File: src/rtl/ips_dbc_capture_ctrl_v1_0_pkg.sv
// Shared types and helpers for the debug-core capture sequencer.
package ips_dbc_capture_ctrl_v1_0_pkg;

    typedef enum logic [2:0] {
        ST_IDLE      = 3'd0,
        ST_PRE_FILL  = 3'd1,
        ST_WAIT_TRIG = 3'd2,
        ST_POST      = 3'd3,
        ST_DONE      = 3'd4
    } cap_state_e;

    // Capture buffer depth for a given address width.
    function automatic int unsigned cap_n(input int unsigned depth);
        return 32'd1 << depth;
    endfunction

endpackage

File: src/rtl/ips_dbc_capture_ctrl_v1_0.sv
// Capture sequencer: circular-buffer write control with pre/post trigger windows
// for the debug core's capture RAM.
module ips_dbc_capture_ctrl_v1_0
    import ips_dbc_capture_ctrl_v1_0_pkg::*;
#(
    parameter int unsigned DATA_DEPTH = 9,
    parameter int unsigned DATA_WIDTH = 8
) (
    input  logic                  clk,
    input  logic                  rst_n,
    input  logic                  arm,
    input  logic                  abort,
    input  logic [DATA_DEPTH-1:0] pre_trig_len,
    input  logic                  sample_en,
    input  logic [DATA_WIDTH-1:0] sample_data,
    input  logic                  trig,
    output logic                  mem_wren,
    output logic [DATA_DEPTH-1:0] mem_wraddr,
    output logic [DATA_WIDTH-1:0] mem_data,
    output logic                  busy,
    output logic                  triggered,
    output logic                  done,
    output logic [DATA_DEPTH-1:0] trig_addr,
    output logic [DATA_DEPTH-1:0] start_addr
);

    localparam int unsigned CNT_W = DATA_DEPTH + 1;
    localparam int unsigned N     = cap_n(DATA_DEPTH);

    cap_state_e            state, state_nxt;
    logic [DATA_DEPTH-1:0] ptr, ptr_nxt;
    logic [DATA_DEPTH-1:0] pre_cnt, pre_cnt_nxt;
    logic [CNT_W-1:0]      post_cnt, post_cnt_nxt;
    logic [DATA_DEPTH-1:0] p_len, p_len_nxt;
    logic [CNT_W-1:0]      post_target;

    logic                  wren_nxt;
    logic [DATA_DEPTH-1:0] wraddr_nxt;
    logic [DATA_WIDTH-1:0] data_nxt;
    logic                  busy_nxt, triggered_nxt, done_nxt;
    logic [DATA_DEPTH-1:0] trig_addr_nxt, start_addr_nxt;
    logic                  write;

    // Post-trigger window length N-P, ranges 1..N.
    assign post_target = CNT_W'(N) - CNT_W'(p_len);

    always_ff @(posedge clk or negedge rst_n) begin
        if (!rst_n) begin
            state      <= ST_IDLE;
            ptr        <= '0;
            pre_cnt    <= '0;
            post_cnt   <= '0;
            p_len      <= '0;
            mem_wren   <= 1'b0;
            mem_wraddr <= '0;
            mem_data   <= '0;
            busy       <= 1'b0;
            triggered  <= 1'b0;
            done       <= 1'b0;
            trig_addr  <= '0;
            start_addr <= '0;
        end else begin
            state      <= state_nxt;
            ptr        <= ptr_nxt;
            pre_cnt    <= pre_cnt_nxt;
            post_cnt   <= post_cnt_nxt;
            p_len      <= p_len_nxt;
            mem_wren   <= wren_nxt;
            mem_wraddr <= wraddr_nxt;
            mem_data   <= data_nxt;
            busy       <= busy_nxt;
            triggered  <= triggered_nxt;
            done       <= done_nxt;
            trig_addr  <= trig_addr_nxt;
            start_addr <= start_addr_nxt;
        end
    end

    always_comb begin
        state_nxt      = state;
        ptr_nxt        = ptr;
        pre_cnt_nxt    = pre_cnt;
        post_cnt_nxt   = post_cnt;
        p_len_nxt      = p_len;
        wren_nxt       = 1'b0;
        wraddr_nxt     = mem_wraddr;
        data_nxt       = mem_data;
        triggered_nxt  = triggered;
        trig_addr_nxt  = trig_addr;
        start_addr_nxt = start_addr;
        write          = 1'b0;

        // Abort overrides everything, including a simultaneous arm or sample.
        if (abort) begin
            state_nxt     = ST_IDLE;
            triggered_nxt = 1'b0;
        end else begin
            case (state)
                ST_IDLE, ST_DONE: begin
                    if (arm) begin
                        p_len_nxt      = pre_trig_len;
                        ptr_nxt        = '0;
                        pre_cnt_nxt    = '0;
                        post_cnt_nxt   = '0;
                        triggered_nxt  = 1'b0;
                        trig_addr_nxt  = '0;
                        start_addr_nxt = '0;
                        state_nxt      = (pre_trig_len == '0) ? ST_WAIT_TRIG : ST_PRE_FILL;
                    end
                end
                ST_PRE_FILL: begin
                    if (sample_en) begin
                        write       = 1'b1;
                        pre_cnt_nxt = pre_cnt + DATA_DEPTH'(1);
                        if (pre_cnt_nxt == p_len) begin
                            state_nxt = ST_WAIT_TRIG;
                        end
                    end
                end
                ST_WAIT_TRIG: begin
                    if (sample_en) begin
                        write = 1'b1;
                        if (trig) begin
                            trig_addr_nxt = ptr;
                            triggered_nxt = 1'b1;
                            post_cnt_nxt  = CNT_W'(1);
                            if (post_target == CNT_W'(1)) begin
                                state_nxt      = ST_DONE;
                                start_addr_nxt = ptr - p_len;
                            end else begin
                                state_nxt = ST_POST;
                            end
                        end
                    end
                end
                ST_POST: begin
                    if (sample_en) begin
                        write        = 1'b1;
                        post_cnt_nxt = post_cnt + CNT_W'(1);
                        if (post_cnt_nxt == post_target) begin
                            state_nxt      = ST_DONE;
                            start_addr_nxt = trig_addr - p_len;
                        end
                    end
                end
                default: state_nxt = ST_IDLE;
            endcase
        end

        if (write) begin
            wren_nxt   = 1'b1;
            wraddr_nxt = ptr;
            data_nxt   = sample_data;
            ptr_nxt    = ptr + DATA_DEPTH'(1);
        end

        busy_nxt = (state_nxt == ST_PRE_FILL) || (state_nxt == ST_WAIT_TRIG) ||
                   (state_nxt == ST_POST);
        done_nxt = (state_nxt == ST_DONE);
    end

endmodule

File: config.mk
export PLATFORM = sky130hd
export DESIGN_NAME = ips_dbc_capture_ctrl_v1_0
export DESIGN_NICKNAME = d
export VERILOG_FILES = /design/src/rtl/ips_dbc_capture_ctrl_v1_0_pkg.sv /design/src/rtl/ips_dbc_capture_ctrl_v1_0.sv
export SDC_FILE = /design/constraint.sdc
export NUM_CORES = 1
export LEC_CHECK = 0
export BUFFER_PORTS_ARGS = -buffer_cell sky130_fd_sc_hd__buf_2
export CORE_MARGIN = 1
export CORE_UTILIZATION = 55
export CTS_CLUSTER_SIZE = 10
export DETAILED_ROUTE_END_ITERATION = 8
export PLACE_DENSITY = 0.77
export SETUP_SLACK_MARGIN = 0.1
export SYNTH_ARGS = -nofsm -noshare
export SYNTH_HDL_FRONTEND = slang
export SYNTH_SLANG_ARGS = --single-unit
export TNS_END_PERCENT = 1
File: constraint.sdc
create_clock -name clk -period 3.7 [get_ports clk]
set_input_delay 0.37 -clock clk [delete_from_list [all_inputs] [get_ports clk]]
set_output_delay 0.37 -clock clk [all_outputs]
set_load 0.03 [all_outputs]
==> results.sh <==
export IMPL_critPathRequiredTime_ns=3.95
export IMPL_max_stage_delay_ns=0.53
export IMPL_cts_setup_buffers=0
export IMPL_r2r_slack_ns=0.20
export IMPL_antenna_found_initial=0
export IMPL_slew_headroom=0.339
export IMPL_critPathLaunch="p_len[1]"
export IMPL_path_cells="inv_1 > ha_2 > or4b_1 > o21a_1 > or3_1 > a222oi_1 > and4_1 > a21o_1 > o21a_1 > buf_4 > mux2_4"
export IMPL_port_buffers=61
export IMPL_viasPerCell=6.06
export IMPL_routed_via_count=4277
export IMPL_dr_pass1_iters=5
export IMPL_fin_total_pwr_w=0.00239
export IMPL_cp_arrival_ns=3.75
export IMPL_cts_buffers=9
export IMPL_place_hpwl_mm=8.65
export IMPL_cp_num_buf_inv=2
export IMPL_drive_gt1_frac=0.193
export IMPL_p_switching_w=0.000780
export IMPL_synth_edff_count=0
export IMPL_antenna_cells=0
export IMPL_insertion_delay_ns=0.36
export IMPL_drv_cap=0
export IMPL_grt_max_degree=80
export IMPL_synth_seq_area_share=0.410
export IMPL_clock_skew_final_ns=0.0131
export IMPL_crit_top_cell="o21a_1"
export IMPL_end_kind="flip-flop"
export IMPL_nets=634
export IMPL_detail_route_antenna_nets=0
export IMPL_tightestPinTransition_ns=0.992
export IMPL_clkSinkCount=79
export IMPL_hold_violations=0
export IMPL_synth_top_area_share=0.410
export IMPL_async_flop_share=1.00
export IMPL_fin_setup_tns_ns=0
export IMPL_rows=33
export IMPL_synth_fp_nets=577
export IMPL_cpLargestDelayFamily="simple AND/OR/NAND/NOR gates"
export IMPL_dieArea_um2=9150
export IMPL_synthesis_area_um2=4820
export IMPL_drtIter0Drc=320
export IMPL_p_int_w=0.00161
export IMPL_core_area_um2=8340
export IMPL_fmax_mhz=285
export IMPL_power_frac_clock=0.331
export IMPL_clk_pin_slew_ns=0.09
export IMPL_die_y_um=95.6
export IMPL_ir_worst_vdd_mv=0.282
export IMPL_synth_cell_type_count=56
export IMPL_p_seq_frac=0.413
export IMPL_ys_flop_type="dfrtp_1"
export IMPL_synth_area_per_cell_um2=8.93
export IMPL_setup_viol=0
export IMPL_hold_class="input port to asynchronous set/reset pin"
export IMPL_synth_top_cell_by_area="dfrtp_1"
export IMPL_clockRootBuffer="clkbuf_8"
export IMPL_grt_use_total=0.286
export IMPL_fin_crit_ns=3.50
export IMPL_rsz0062_at_grt="false"
export IMPL_synthCells=540
export IMPL_wl_per_cell_um=17.0
export IMPL_grt_overflow_total=0
export IMPL_regToRegStartpoint="p_len[1]"
export IMPL_crit_type="flip-flop to flip-flop"
export IMPL_slowest_stage="or4b_1"
export IMPL_grt_pass1_wl_mm=20.1
export IMPL_cp_endpoint="start_addr[7]"
export IMPL_p_sw_frac=0.326
export IMPL_cts_tree="built"
export IMPL_synth_area_leaders="dfrtp_1, nand2_1, o21ai_0"
export IMPL_power_per_cell_area_nw_per_um2=438
export IMPL_drc_errors=0
export IMPL_gp_congestion=0.923
export IMPL_synth_warnings=0
export IMPL_cp_depth=11
export IMPL_leakage_nw=2.66
export IMPL_grt_pass1_vias=4162
export IMPL_outcome="completed"
export IMPL_drt_total_wl_mm=12.0
export IMPL_clockBufferDepth=2
export IMPL_finalCritPeriodShare=0.947
export IMPL_ff2ff_path_depth=11
export IMPL_htree_levels=3
export IMPL_r2r_end="start_addr[7]"
export IMPL_dieWidth_um=95.6
export IMPL_post_route_util=0.656
export IMPL_area_growth_pct=13.5
export IMPL_critical_path_peak_fanout=9
export IMPL_start_util=0.578
export IMPL_drv_slew=0
export IMPL_io_pins=62
export IMPL_ys_ff_latch=79
export IMPL_start_kind="flip-flop"
export IMPL_comb_power_share=0.255
[area by class of cell]
class,count,area [µm²]
Timing Repair Buffer,73,398
Tap cell,105,131
Multi-Input combinational cell,419,2670
Fill cell,699,2870
Clock inverter,6,118
Inverter,15,56.3
Sequential cell,79,1980
Clock buffer,9,124
[sequential cells by signal, summed over array words and instances, names as in the netlist]
name / cells
trig_addr: 9
state: 3
ptr: 9
pre_cnt: 9
done: 1
busy: 1
mem_data: 8
p_len: 9
mem_wraddr: 9
triggered: 1
post_cnt: 10
start_addr: 9
mem_wren: 1
[worst register-to-register path, cell delays in order (launching register included)]
cell	delay, ns
dfrtp_1	0.40
inv_1	0.12
ha_2	0.25
or4b_1	0.53
o21a_1	0.23
or3_1	0.34
a222oi_1	0.40
and4_1	0.31
a21o_1	0.15
o21a_1	0.13
buf_4	0.21
mux2_4	0.32
[synthesized netlist by cell type, types with 4 or more instances]
library cell,number
nand4_1,7
dfrtp_1,79
o31ai_1,9
a31oi_1,5
or3_1,10
mux2_2,7
a22o_1,10
nor2b_1,8
and4_1,5
xnor2_1,17
o41ai_1,6
xor2_1,8
mux2i_1,6
nand2_1,89
a21o_1,14
o21ai_0,47
and2_1,6
a21oi_1,15
nor4_1,4
nor3_1,9
nand3_1,18
ha_1,13
nand2b_1,10
inv_1,15
or2_2,6
mux2_4,9
and3_1,5
nor2_1,38
clkbuf_1,22
a211oi_1,4
[timing repair]
action	in CTS	in global routing
gates resized for setup	0	1
hold buffers	0	0
setup endpoints to repair	0	9
[worst min-delay path by stage]
stage	endpoint	slack (ns)
6_report	post_cnt[4]	0.17
5_1_grt	mem_data[5]	0.19
4_1_cts	mem_data[5]	0.18
3_5_place_dp	mem_data[4]	0.46
3_3_place_gp	mem_wraddr[5]	0.45
2_1_floorplan	busy	0.07
[stage by stage]
step	setup slack [ns]	hold slack [ns]	instance area, µm²	instances
finish	0.197	0.172	5470	706
global route	0.117	0.189	5470	706
CTS	0.227	0.184	5470	706
detailed placement	0.238	0.456	5230	691
global placement	0.400	0.455	5230	691
floorplan	0.438	0.0744	4820	540
[cell usage in the layout (no fill, tap or decap), types with 6 or more instances in the layout]
| master | synthesis | layout |
|---|---|---|
| nand2_1 | 89 | 89 |
| dfrtp_1 | 79 | 79 |
| buf_2 | 0 | 60 |
| o21ai_0 | 47 | 47 |
| nor2_1 | 38 | 38 |
| nand3_1 | 18 | 18 |
| xnor2_1 | 17 | 17 |
| inv_1 | 15 | 15 |
| a21oi_1 | 15 | 15 |
| a21o_1 | 14 | 14 |
| buf_4 | 0 | 13 |
| ha_1 | 13 | 12 |
| or3_1 | 10 | 10 |
| nand2b_1 | 10 | 10 |
| a22o_1 | 10 | 10 |
| o31ai_1 | 9 | 9 |
| nor3_1 | 9 | 9 |
| mux2_4 | 9 | 9 |
| clkbuf_8 | 0 | 9 |
| nor2b_1 | 8 | 8 |
| xor2_1 | 8 | 8 |
| mux2_2 | 7 | 7 |
| nand4_1 | 7 | 7 |
| and2_1 | 6 | 6 |
| mux2i_1 | 6 | 6 |
| or2_2 | 6 | 6 |
| o41ai_1 | 6 | 6 |
[metal layers]
layer  track usage  share of wire
met1         0.379           0.44
met3        0.0439          0.053
met4        0.0970          0.016
met5             0              0
met2         0.478           0.49
[logic make-up after synthesis]
| group | after synthesis | synth area share |
|---|---|---|
| flip-flops | 79 | 0.410 |
| AO/OA/AOI/OAI | 130 | 0.179 |
| multiplexers | 22 | 0.0568 |
| XOR/XNOR | 26 | 0.0501 |
| buffers and inverters | 42 | 0.0374 |
| AND/OR/NAND/NOR | 227 | 0.229 |
| adder cells (fa/ha/maj) | 14 | 0.0379 |
[power by group through the flow]
stage / combinational [W] / clock [W] / sequential, W
2_1_floorplan: 0.000379 / 0 / 0.00105
3_3_place_gp: 0.000592 / 0 / 0.00100
3_5_place_dp: 0.000603 / 0 / 0.00100
4_1_cts: 0.000607 / 0.000803 / 0.000988
5_1_grt: 0.000670 / 0.000833 / 0.000999
6_report: 0.000611 / 0.000793 / 0.000990
Power figures use the tool's default switching activity.
